==> config.mk <==
export PLATFORM = sky130hd
export DESIGN_NAME = gp01_acc_delta_decoder
export DESIGN_NICKNAME = d
export VERILOG_FILES = /design/src/rtl/gp01_pkg.sv /design/src/rtl/gp01_sync_fifo.sv /design/src/rtl/gp01_acc_delta_decoder.sv
export SDC_FILE = /design/constraint.sdc
export NUM_CORES = 1
export LEC_CHECK = 0
export CAP_MARGIN = 0
export CORE_MARGIN = 8
export CORE_UTILIZATION = 40
export CTS_CLUSTER_SIZE = 14
export DETAILED_ROUTE_END_ITERATION = 8
export SLEW_MARGIN = 20
export SYNTH_ARGS = -nofsm -noshare
export SYNTH_HDL_FRONTEND = slang
export SYNTH_SLANG_ARGS = --single-unit
==> constraint.sdc <==
create_clock -name clk -period 2.7 [get_ports clk]
set_clock_uncertainty 0.1 [all_clocks]
set_input_delay 0.27 -clock clk [delete_from_list [all_inputs] [get_ports clk]]
set_output_delay 0.27 -clock clk [all_outputs]
set_load 0.02 [all_outputs]
==> src/rtl/gp01_pkg.sv <==
// gp01_pkg
//   Shared constants and the decoder state encoding for the receive end of the
//   gp01 accumulator stream.
package gp01_pkg;

    localparam int DATA_W    = 6;   // accumulator data width (overflow is one extra bit)
    localparam int DELTA_W   = 4;   // width of one recovered increment
    localparam int MAX_DELTA = 14;  // largest legal increment (7 + 7)

    typedef enum logic [1:0] {
        ST_IDLE  = 2'd0,  // no reference yet; next sample only seeds it
        ST_TRACK = 2'd1,  // differencing consecutive samples
        ST_ERROR = 2'd2   // sticky range error; samples ignored until clear
    } state_t;

endpackage

==> src/rtl/gp01_sync_fifo.sv <==
// gp01_sync_fifo
//   Single-clock FIFO with first-word fall-through output.
//   Ports:
//     clk, rst_n       clock, asynchronous active-low reset
//     push, wdata      write request and data (ignored when full unless popping)
//     pop              read request (ignored when empty)
//     flush            synchronous empty, takes priority over push/pop
//     rdata            head entry, zero when empty
//     full, empty      occupancy flags
module gp01_sync_fifo #(
    parameter int WIDTH = 4,
    parameter int DEPTH = 4
) (
    input  logic             clk,
    input  logic             rst_n,
    input  logic             push,
    input  logic [WIDTH-1:0] wdata,
    input  logic             pop,
    input  logic             flush,
    output logic [WIDTH-1:0] rdata,
    output logic             full,
    output logic             empty
);

    localparam int AW = $clog2(DEPTH);

    // One extra pointer bit distinguishes full from empty when the indices match.
    logic [AW:0]      wr_ptr;
    logic [AW:0]      rd_ptr;
    logic [WIDTH-1:0] mem [DEPTH];
    logic             pop_ok;
    logic             push_ok;

    assign empty   = (wr_ptr == rd_ptr);
    assign full    = (wr_ptr[AW] != rd_ptr[AW]) && (wr_ptr[AW-1:0] == rd_ptr[AW-1:0]);
    assign pop_ok  = pop && !empty;
    // A pop in the same cycle frees the slot, so a push into a full FIFO still lands.
    assign push_ok = push && (!full || pop_ok);
    assign rdata   = empty ? '0 : mem[rd_ptr[AW-1:0]];

    // NOTE: sequential state uses non-blocking assignments so every register
    // samples the pre-edge values regardless of statement order.
    always_ff @(posedge clk or negedge rst_n) begin
        if (!rst_n) begin
            wr_ptr <= '0;
            rd_ptr <= '0;
        end else if (flush) begin
            wr_ptr <= '0;
            rd_ptr <= '0;
        end else begin
            if (push_ok) wr_ptr <= wr_ptr + 1'b1;
            if (pop_ok)  rd_ptr <= rd_ptr + 1'b1;
        end
    end

    // NOTE: the storage array has no reset; the pointers alone define which
    // entries are valid, and an unreset array maps onto plain RAM/flops.
    always_ff @(posedge clk) begin
        if (push_ok && !flush) mem[wr_ptr[AW-1:0]] <= wdata;
    end

endmodule

==> src/rtl/gp01_acc_delta_decoder.sv <==
// gp01_acc_delta_decoder
//   Recovers per-cycle increments from the gp01 accumulator output stream by
//   differencing consecutive samples, flags out-of-range increments, and
//   buffers legal ones in a FIFO behind a valid/ready interface.
//   Ports:
//     clk, i_rst_n                      clock, asynchronous active-low reset
//     i_acc_data, i_acc_overflow        accumulator sample and its carry
//     i_acc_valid                       sample qualifier
//     i_clear                           leave ERROR, flush FIFO, return to IDLE
//     o_delta, o_delta_valid            head-of-FIFO increment and not-empty
//     i_delta_ready                     downstream accepts o_delta
//     o_err                             sticky range error
//     o_drop_cnt                        saturating count of increments lost to FIFO full
module gp01_acc_delta_decoder
    import gp01_pkg::*;
#(
    parameter int FIFO_DEPTH = 4,
    parameter int DROP_W     = 8
) (
    input  logic               clk,
    input  logic               i_rst_n,
    input  logic [DATA_W-1:0]  i_acc_data,
    input  logic               i_acc_overflow,
    input  logic               i_acc_valid,
    input  logic               i_clear,
    output logic [DELTA_W-1:0] o_delta,
    output logic               o_delta_valid,
    input  logic               i_delta_ready,
    output logic               o_err,
    output logic [DROP_W-1:0]  o_drop_cnt
);

    localparam logic [DATA_W:0] MAX_D = (DATA_W+1)'(MAX_DELTA);

    state_t              state_q;
    state_t              state_d;
    logic [DATA_W-1:0]   ref_q;
    logic [DATA_W-1:0]   ref_d;
    logic [DATA_W:0]     diff;
    logic                push;
    logic                fifo_full;
    logic                fifo_empty;
    logic                pop_ok;
    logic                drop;
    logic [DROP_W-1:0]   drop_cnt_q;

    // The carry restores the wrapped sample, so the modular difference is the
    // true increment whenever the accumulator advanced by less than 2^DATA_W.
    assign diff = {i_acc_overflow, i_acc_data} - {1'b0, ref_q};

    // NOTE: every signal written here gets a default first, so no path leaves
    // it unassigned and no latch is inferred.
    always_comb begin
        state_d = state_q;
        ref_d   = ref_q;
        push    = 1'b0;
        if (i_clear) begin
            state_d = ST_IDLE;
            ref_d   = '0;
        end else if (i_acc_valid) begin
            case (state_q)
                ST_IDLE: begin
                    ref_d   = i_acc_data;
                    state_d = ST_TRACK;
                end
                ST_TRACK: begin
                    if (diff <= MAX_D) begin
                        push  = 1'b1;
                        ref_d = i_acc_data;
                    end else begin
                        state_d = ST_ERROR;
                    end
                end
                default: ;  // ST_ERROR: samples ignored, reference frozen
            endcase
        end
    end

    always_ff @(posedge clk or negedge i_rst_n) begin
        if (!i_rst_n) begin
            state_q <= ST_IDLE;
            ref_q   <= '0;
        end else begin
            state_q <= state_d;
            ref_q   <= ref_d;
        end
    end

    // A push into a full FIFO is lost unless a pop frees the slot this cycle;
    // the reference still advances so later deltas stay correct.
    assign pop_ok = i_delta_ready && !fifo_empty;
    assign drop   = push && fifo_full && !pop_ok;

    always_ff @(posedge clk or negedge i_rst_n) begin
        if (!i_rst_n) begin
            drop_cnt_q <= '0;
        end else if (drop && (drop_cnt_q != '1)) begin
            drop_cnt_q <= drop_cnt_q + 1'b1;
        end
    end

    gp01_sync_fifo #(
        .WIDTH (DELTA_W),
        .DEPTH (FIFO_DEPTH)
    ) u_fifo (
        .clk   (clk),
        .rst_n (i_rst_n),
        .push  (push),
        .wdata (diff[DELTA_W-1:0]),
        .pop   (i_delta_ready),
        .flush (i_clear),
        .rdata (o_delta),
        .full  (fifo_full),
        .empty (fifo_empty)
    );

    assign o_delta_valid = !fifo_empty;
    assign o_err         = (state_q == ST_ERROR);
    assign o_drop_cnt    = drop_cnt_q;

endmodule

Word-level counts from Yosys, hierarchy flattened. Memory sizes are Yosys's and may differ from the RTL's. Cells that the tools add are included.

Flip-flop bits (word level): 22. Latch bits: 0. RAM bits: 16. Bits in read-only memories: 0. Output and inout bits: 14. Logic and storage cells: 57. Memories kept: 1.

Memory list: u_fifo.mem (depth 4, bits a word 4, rd ports 1, clocked after Yosys merged registers in 0, write ports 1, line gp01_sync_fifo.sv:30) `logic [WIDTH-1:0] mem [DEPTH];`.

$add $sub $neg: 4. $mul: 0. Divide/modulo/power cells: 0. $lt $le $gt $ge: 1. Equal/unequal tests: 8. Shifts and indexed selects: 0. Mux-type cells: 19. Bitwise logic cells: 0. Reductions and logical operators: 19.

Operator list (number): 6-bit two-way mux (3); 3-bit two-way mux (4); 6-bit one-hot mux with 2 select lines (1); 8-bit by 1-bit adder with 8-bit output (second input constant) (1); 8-bit inequality test (second input constant) (1); 7-bit by 4-bit <= comparator with 1-bit output (second input constant) (1); 1-bit logical AND (7); 7-bit by 6-bit subtractor with 7-bit output (1); 3-bit by 1-bit adder with 3-bit output (second input constant) (2); 1-bit two-way mux (6); 2-bit two-way mux (3); 3-bit inequality test (second input constant) (2); 3-bit AND reduction (2); 2-bit nonzero test (3); 1-bit zero test (4); 4-bit two-way mux (1); 2-bit one-hot mux with 2 select lines (1); 3-bit equality test (1); 3-bit nonzero test (1); 2-bit by 1-bit equality test with 1-bit output (second input constant) (1); 2-bit equality test (1); 2-bit equality test (second input constant) (1); 2-bit zero test (1); 1-bit logical OR (1); 1-bit inequality test (1).

Depth between registers and ports, before layout. Gate-level depths: netlist of the first run.

Depth in word-level cells: 10. Mapped depth: 11. Gate-level depth less buffers: 10.

Cells and area by module. From an unflattened synthesis of the first run, not the netlist that was laid out.

Cell total of the unflattened synthesis: 200. Area total of the unflattened synthesis: 2309.7 um2.

By module, submodules not included: gp01_acc_delta_decoder (instances 1, cells an instance 120, area an instance 1199.9 um2); gp01_sync_fifo (instances 1, cells an instance 80, area an instance 1109.8 um2).

Worst setup path before layout of the first run. Ideal clock, no wire load.

Path type: register -> register. From: register ref_q[0]. To: register drop_cnt_q[3] (netlist: o_drop_cnt[3]). Data arrival time: 2.335 ns. Required time: 2.469 ns. Slack: 0.134 ns. Stages on the path, launching flop included: 11. Path buffers: 1. Clock period less this slack: 2.566 ns. Cell sequence: dfrtp_1 ha_1 inv_1 fa_1 a211oi_2 nor2_1 xor2_1 a21o_1 buf_6 or4_4 xnor2_2.

Cells in the longest elaborated chain, start to end: 9.

RTL lines: start, declared (line gp01_acc_delta_decoder.sv:37) `logic [DATA_W-1:0] ref_q;`; start signal, assigned (line gp01_acc_delta_decoder.sv:85) `ref_q <= ref_d;`; 7-bit by 6-bit subtractor with 7-bit output (line gp01_acc_delta_decoder.sv:49) `assign diff = {i_acc_overflow, i_acc_data} - {1'b0, ref_q};`; 7-bit by 4-bit <= comparator with 1-bit output (line gp01_acc_delta_decoder.sv:67) `if (diff <= MAX_D) begin`; 1-bit two-way mux (line gp01_acc_delta_decoder.sv:67); 1-bit two-way mux (line gp01_acc_delta_decoder.sv:61) `case (state_q)`; 1-bit two-way mux (line gp01_acc_delta_decoder.sv:60) `end else if (i_acc_valid) begin`; 1-bit two-way mux (line gp01_acc_delta_decoder.sv:57) `if (i_clear) begin`; 1-bit logical AND (2 in a row) (line gp01_acc_delta_decoder.sv:92) `assign drop = push && fifo_full && !pop_ok;`; 1-bit logical AND (line gp01_acc_delta_decoder.sv:97) `end else if (drop && (drop_cnt_q != '1)) begin`; end signal, assigned (line gp01_acc_delta_decoder.sv:98) `drop_cnt_q <= drop_cnt_q + 1'b1;`; end, declared (line gp01_acc_delta_decoder.sv:45) `logic [DROP_W-1:0] drop_cnt_q;`.

No other way between the ends. A chain may end at the register's enable or synchronous reset.

Worst setup path in the final report of the first run. Same ends and word-level chain as after synthesis.

==> summary.md, run 1 <==
In this run the standard cell core region covers 5540 um2. Buffers placed on the I/O ports in this run total 25. After technology mapping, the gate count stands at 211. The average wire per standard cell is 14.3 um. 0 antenna diodes ended up in the layout. In this run the clock root is driven by a sky130_fd_sc_hd__clkbuf_8. The tools report the launch instance of the worst register-to-register path as ref_q[0]. The most critical setup path has its endpoint at o_drop_cnt[3]. At the pin with the least slew margin, the transition time is 0.518 ns. The floorplan step defined a die boundary enclosing 8420 um2. The top cell types in the final layout, fill and taps aside, are sky130_fd_sc_hd__buf_4, sky130_fd_sc_hd__clkdlybuf4s50_1, sky130_fd_sc_hd__dfrtp_1, sky130_fd_sc_hd__edfxtp_1, sky130_fd_sc_hd__nand3_1. For the post-cts hold buffer count, the log shows 0.

The critical path launch point was ref_q[0]. The core occupancy in the finished layout was 53.4%. The initialized floorplan defines 27 standard-cell rows. Once detailed placement completed, the half-perimeter wirelength came to 3.94 mm. The number of antenna violations at the first check in global routing was 0; the global-route usage over all layers was 12.7%. The pin count of the biggest net entering global routing was 23.

After detailed placement, the design holds a cell count of 334. The number of max-cap violations is 0, and the first-pass GRT wire length is 8.88 mm. The tools report the count of final setup violators as 0. Overall power consumption after layout is estimated at 0.00202 W.

The tools report the leakage power as 1.24 nW. For the data arrival at the endpoint of the critical path, the log shows 2.65 ns. Counting distinct cell types in the post-synthesis netlist gives 51.

The flow ran to the end, and the final reports show no timing, DRC or antenna violations. Clock-pin slew was measured on the worst setup and hold paths at 0.07 ns. Worst reg-to-reg setup slack: 0.12 ns. STA classifies the critical path startpoint as a register.

The die is 91.8 um wide. The tightest slew margin relative to the limit was 65.2%. The run gives 0.305 mV as the largest vdd supply drop.

In this run the mean area of a mapped cell was 10.9 um2. The weighted congestion at the end of routability-driven global placement was 0.796; the number of DRC markers in iteration 0 was 80. Counting along the longest clock path gives a buffer depth of 2. Number of nets still failing antenna checks after routing: 0.

Adding up every negative setup slack in the final design gives 0 ns. For the worst-skew pair, the clock arrives at the later sink with an insertion delay of 0.28 ns. The run gives 15.9% as the met1 usage in global routing. Dividing the detail-routed via count by the number of cells gives 5.17.

For the initial standard-cell utilization of the core, the log shows 41.4%. Setup repair after global routing left no endpoint under its margin. The height of the chip was 91.8 um.

STA classifies the critical path endpoint as a register. The Yosys step of the flow raised 0 warnings. Pin placement for this block handled 26 I/O pins. The path depth of the worst reg2reg path was 9; the fill cell instance count of the final layout was 535. The final max-slew violation count came out at 0.

The worst register-to-register path ends at o_drop_cnt[3]. The fmax was 0.387 GHz; the data required time of the worst path was 2.76 ns. TritonCTS built the clock tree.

In this run the worst path has a maximum fanout of 3. The portion of the post-synthesis area used by sequential elements came out at 44.9%. Class of the worst hold path: in -> async. After detailed routing, the number of remaining DRC violations is 0. Summed over all layers, the global routing overflow is 0. The area added between synthesis and finish is 28.8%. The time the final worst path needs with I/O delays and setup is 2.58 ns, and the number of H-tree levels is 2. Synthesis produced a netlist with a net count of 236. Before antenna repair, the detailed router went through 5 iterations.

Power per standard cell area: 682 nW/um2. The number of global-route vias before repair is 1,914, and the via total after detailed routing is 1,778. The proportion of layout cells with a drive suffix above 1 is 23.2%, and the number of sinks handled by clock tree synthesis is 38. The net count of the finished layout is 296. In this run the most used layer during global routing was met2. The number of synthesized flops with an enable pin came out at 16. The fraction of synthesis flops using an asynchronous set or reset pin works out to 57.9%.

Final hold violation count: 0. Synthesis inferred 38 register bits. The logs give 4.93 mm for the total wire length after detailed routing and 5 for the total CTS buffers.

The final critical path takes up 95.7% of the cycle. Global routing used 21.4% of the available met2 tracks. Leaving out fill and tap cells, the most frequent cell in the layout is sky130_fd_sc_hd__buf_4. Once layout is complete, the cells apart from fillers number 344. In the global route stage, met3 resource usage came out at 2.61%. The most used flip-flop cell after synthesis was sky130_fd_sc_hd__dfrtp_1. The critical path is of the reg -> reg type. The synthesized netlist occupies a cell area of 2300 um2.
cells in the mapped netlist (2+ instances only):
cell type                  instances  area, um2
sky130_fd_sc_hd__xnor2_2           2       32.5
sky130_fd_sc_hd__or4_4             2       22.5
sky130_fd_sc_hd__nand4_1          10       62.6
sky130_fd_sc_hd__edfxtp_1         16        480
sky130_fd_sc_hd__xor2_1            6       52.6
sky130_fd_sc_hd__inv_1            14       52.6
sky130_fd_sc_hd__a222oi_1          6       60.1
sky130_fd_sc_hd__ha_1             12        150
sky130_fd_sc_hd__and2_1           13       81.3
sky130_fd_sc_hd__nor4_1            3       18.8
sky130_fd_sc_hd__buf_6             2       22.5
sky130_fd_sc_hd__nand3_1          15       75.1
sky130_fd_sc_hd__and3_1            2       12.5
sky130_fd_sc_hd__nand2_1          14       52.6
sky130_fd_sc_hd__mux2i_1           2       20.0
sky130_fd_sc_hd__a211oi_2          2       25.0
sky130_fd_sc_hd__dfrtp_1          22        551
sky130_fd_sc_hd__mux4_2            4       90.1
sky130_fd_sc_hd__nor3b_1           3       22.5
sky130_fd_sc_hd__xnor2_1           7       61.3
sky130_fd_sc_hd__clkbuf_1          2       7.51
sky130_fd_sc_hd__nor2_1           12       45.0
sky130_fd_sc_hd__nor2b_1          10       62.6
sky130_fd_sc_hd__o21ai_0           3       15.0
worst max-delay path: stages (launching register included):
cell and delay (ns):
sky130_fd_sc_hd__dfrtp_1 0.40, sky130_fd_sc_hd__ha_4 0.15, sky130_fd_sc_hd__inv_1 0.05, sky130_fd_sc_hd__fa_2 0.37
sky130_fd_sc_hd__a211oi_2 0.28, sky130_fd_sc_hd__nor2_1 0.08, sky130_fd_sc_hd__xor2_1 0.19, sky130_fd_sc_hd__a21o_1 0.19
sky130_fd_sc_hd__or4_4 0.53, sky130_fd_sc_hd__xnor2_2 0.14
area by class of cell:
cell class | instances | area (um2) | share of cell area (%)
Multi-Input combinational cell | 153 | 1190 | 40.4
Sequential cell | 38 | 1030 | 34.9
Timing Repair Buffer | 59 | 508 | 17.2
Tap cell | 72 | 90.1 | 3.05
Clock buffer | 6 | 72.6 | 2.45
Inverter | 14 | 52.6 | 1.78
Clock inverter | 2 | 10.0 | 0.338
power breakdown:
group | switching [W] | internal (W)
clock network | 0.000187 | 0.000179
logic | 0.000492 | 0.000448
registers | 0.0000322 | 0.000681
total | 0.000711 | 0.00131
registers in the layout, indices dropped and copies added (netlist names):
| register | count |
|---|---|
| u_fifo.mem | 16 |
| o_drop_cnt | 8 |
| ref_q | 6 |
| state_q | 2 |
| u_fifo.rd_ptr | 3 |
| u_fifo.wr_ptr | 3 |
metrics by stage:
step | cell area, um2 | hold slack, ns | setup WS [ns]
3_3_place_gp | 2840 | 0.393 | -0.245
3_5_place_dp | 2840 | 0.402 | -0.260
6_report | 2960 | 0.238 | 0.116
4_1_cts | 2920 | 0.244 | 0.0241
2_1_floorplan | 2300 | -0.126 | 0.134
5_1_grt | 2960 | 0.257 | 0.0284
repair_timing:
action                                  in CTS  in global routing
endpoints found under the setup margin       0                 27
endpoints found under the hold margin        0                  0
resized for setup                            0                  9
setup buffers                                0                  2
logic make-up (layout without fill, tap and decap cells):
kind of cell	count (synthesis)	after routing	synth area share, %
multiplexers	7	7	5.29
AND/OR/NAND/NOR	95	95	23.4
buffers and inverters	20	81	3.98
XOR/XNOR	15	15	6.38
flip-flops	38	38	44.9
adder cells (fa/ha/maj)	13	13	7.41
AO/OA/AOI/OAI	23	23	8.61
routing by layer:
layer | up-vias | share of wire [%]
li1 | 891 | -
met1 | 846 | 47
met2 | 33 | 48
met3 | 8 | 3.2
met4 | 0 | 1.5
met5 | - | 0
how the worst min path moves through the flow:
stage / from / endpoint / slack (ns)
floorplan: i_rst_n / o_drop_cnt[0] / -0.13
global placement: state_q[0] / state_q[0] / 0.39
detailed placement: o_drop_cnt[6] / o_drop_cnt[6] / 0.40
CTS: i_rst_n / o_drop_cnt[6] / 0.24
global route: i_rst_n / o_drop_cnt[5] / 0.26
finish: i_rst_n / ref_q[0] / 0.24
(Power assumes the default switching activity.)
==> run 2, diff against run 1 <==
--- a/config.mk
+++ b/config.mk
@@ -8,6 +8,7 @@
 export CAP_MARGIN = 0
 export CORE_MARGIN = 8
 export CORE_UTILIZATION = 40
+export CTS_BUF_LIST = sky130_fd_sc_hd__clkbuf_8
 export CTS_CLUSTER_SIZE = 14
 export DETAILED_ROUTE_END_ITERATION = 8
 export SLEW_MARGIN = 20
==> run 2 against run 1 <==
Effect of this change:
- global-route usage stayed put
- cell area stayed put
- critical endpoint unchanged
- first-iteration DRC count stayed put
- non-clock buffer count stayed put
- combinational power hardly changed
- critical path depth stayed put
==> summary.md, run 2 (same netlist as run 1, synthesis figures left out) <==
The run finished with clean final reports. The congestion estimate from routability-driven global placement came to 0.796. Compared with the post-synthesis result, the final layout area differs by 28.8%. For this configuration, the core starts out at a cell density of 41.4%. The count of buffers added on input and output ports is 25. The class of the worst hold path was in -> async. The die is 91.8 um wide. At the worst endpoint, the required time is 2.76 ns. The clock transition at the registers of the reported paths came out at 0.07 ns. At the pin with the least slew margin, the transition time is 0.518 ns. The register with the most flip-flops in the layout has 16 of them.

The logs give 23 for the pin count of the biggest net entering global routing and 0 for the count of final setup violators. Setup repair after global routing left no endpoint under its margin. STA classifies the critical path startpoint as a register. 0 antenna diodes ended up in the layout. The tools report the global-route usage over all layers as 12.7%. For the total CTS buffers, the log shows 5.

The first global-routing pass estimated 8.88 mm of wire. Traced cell by cell, the critical path runs through ha_4, inv_1, fa_2, a211oi_2, nor2_1, xor2_1, a21o_1, or4_4, xnor2_2. In this run the most used layer during global routing was met2. Of the available clock period, the critical path in the final layout requires 95.7%.

For the number of H-tree levels, the log shows 2. Time the final worst path needs with I/O delays and setup: 2.58 ns. In this run the core area contains 27 standard-cell rows. Dividing the detail-routed wire length by the instance count gives 14.3 um. Cells with a size suffix above 1 make up 23.2% of the layout.

The final max-slew violation count is 0. The logs give 21.4% for the global-route met2 utilization and 80 for the number of DRC markers in iteration 0. The commonest non-fill, non-tap cell in the layout is sky130_fd_sc_hd__buf_4. The total area inside the core boundary comes to 5540 um2. The logs give 344 for the post-route non-filler standard cell count and 3.94 mm for the placed wire-length estimate after detailed placement. The via density per instance was 5.16. Max-cap violations in this run came to 0. The data arrival at the endpoint of the critical path was 2.65 ns; the worst reg-to-reg setup slack was 0.12 ns. The insertion delay of the later-clocked pin in the worst-skew pair was 0.28 ns. The routed layout has 1,776 vias. For the final hold violation count, the log shows 0.

Among cell families on the critical path, the largest total delay comes from simple AND/OR/NAND/NOR gates. For this design, the slowest cell found on the critical path is sky130_fd_sc_hd__or4_4. In the final design database the tool counted 296 nets. Headroom to the max-slew limit came out at 65.2%. The cell count after placement was 334; the height of the chip was 91.8 um. In this run the remaining antenna-violating nets after routing total 0. The run gives 0 as the aggregate global routing overflow. The worst path buffer plus inverter count is 1, and the maximum buffer depth of the clock tree is 2. The clock net in this run drives a total of 38 sinks. TritonCTS built the clock tree.

The die covers 8420 um2. Across the VDD grid, the largest voltage drop is 0.303 mV. Cells fill 53.4% of the core in the end. 26 I/O pins were placed.

The largest stage delay on the critical path was 0.53 ns; the largest fanout on the critical path was 3. The power per standard cell area is 681 nW/um2. Derived from the worst setup path, the maximum achievable clock frequency is 0.387 GHz. The remaining routing DRC violations came out at 0. The category of the most critical setup path was reg -> reg. Leakage power: 1.25 nW.

Clock tree synthesis selected as its root buffer the cell sky130_fd_sc_hd__clkbuf_8. The run gives 1,914 as the number of global-route vias before repair. The power after layout is 0.00202 W, and the number of antenna violations at the first check in global routing is 0. After detailed routing, the total wire length is 4.93 mm. The first detailed-routing pass ran for 6 iterations. For the met3 global-route usage, the log shows 2.61%. For the met1 usage in global routing, the log shows 15.9%.

The worst setup path is captured at a register. Leaving out fill and tap cells, the most frequent cells in the layout are sky130_fd_sc_hd__buf_4, sky130_fd_sc_hd__clkdlybuf4s50_1, sky130_fd_sc_hd__dfrtp_1, sky130_fd_sc_hd__edfxtp_1, sky130_fd_sc_hd__nand3_1.
run 2: cell count changes in the layout (fill, tap and decap cells not counted), sizes merged:
cell	change
clkbuf	-1
inv	+1
run 2: power breakdown:
| part | internal (W) | switching, W |
|---|---|---|
| combinational | 0.000448 | 0.000492 |
| clock | 0.000175 | 0.000188 |
| sequential | 0.000681 | 0.0000318 |
run 2: what timing repair did:
| item | in CTS | in global routing |
|---|---|---|
| hold buffers | 0 | 0 |
| setup buffers | 0 | 2 |
| endpoints found under the setup margin | 0 | 27 |
| gates resized for setup | 0 | 9 |
run 2: path summary, 6_finish.rpt:
| kind | depth (start not counted) | startpoint | endpoint |
|---|---|---|---|
| setup / recovery | 9 | ref_q[0] | o_drop_cnt[3] |
| setup reg to reg | 9 | ref_q[0] | o_drop_cnt[3] |
| min in group clk | 1 | o_drop_cnt[6] | o_drop_cnt[6] |
| hold / removal | 2 | i_rst_n | ref_q[0] |
| max in group asynchronous | 2 | i_rst_n | ref_q[5] |
| hold reg to reg | 1 | o_drop_cnt[6] | o_drop_cnt[6] |
run 2: cell type report:
| cell class | count | area [um2] |
|---|---|---|
| clock inverters | 3 | 13.8 |
| well taps | 72 | 90.1 |
| flip-flops and latches | 38 | 1030 |
| inverters | 14 | 52.6 |
| fillers | 535 | 2580 |
| repair buffers | 59 | 508 |
| multi-input cells | 153 | 1190 |
| clock buffers | 5 | 68.8 |
run 2: per-layer routing:
metal  up-vias  part of all wire (%)
met4         0                   1.5
met1       844                    47
met2        33                    48
li1        891                     -
met3         8                   3.3
met5         -                     0
run 2: per-stage QoR:
stage / worst slack, ns / hold slack (ns) / setup TNS [ns] / cell area, um2
final: 0.116 / 0.238 / 0 / 2960
after global routing: 0.0284 / 0.257 / 0 / 2960
after CTS: 0.0241 / 0.244 / 0 / 2920
after detailed placement: -0.260 / 0.402 / -5.88 / 2840
after global placement: -0.245 / 0.393 / -4.65 / 2840
after floorplan: 0.134 / -0.126 / 0 / 2300
run 2: worst reg2reg max path, delay by kind of cell (launching register included):
kind | cells | cell delay (ns)
buffers and inverters | 1 | 0.05
flip-flops | 1 | 0.40
AND/OR/NAND/NOR | 2 | 0.61
AO/OA/AOI/OAI | 2 | 0.47
adder cells (fa/ha/maj) | 2 | 0.52
XOR/XNOR | 2 | 0.33
==> run 3, diff against run 2 <==
--- a/config.mk
+++ b/config.mk
@@ -11,6 +11,7 @@
 export CTS_BUF_LIST = sky130_fd_sc_hd__clkbuf_8
 export CTS_CLUSTER_SIZE = 14
 export DETAILED_ROUTE_END_ITERATION = 8
+export GPL_ROUTABILITY_DRIVEN = 0
 export SLEW_MARGIN = 20
 export SYNTH_ARGS = -nofsm -noshare
 export SYNTH_HDL_FRONTEND = slang
==> results of run 3 <==
Final layout, timing and power as in run 2 (identical DEF).
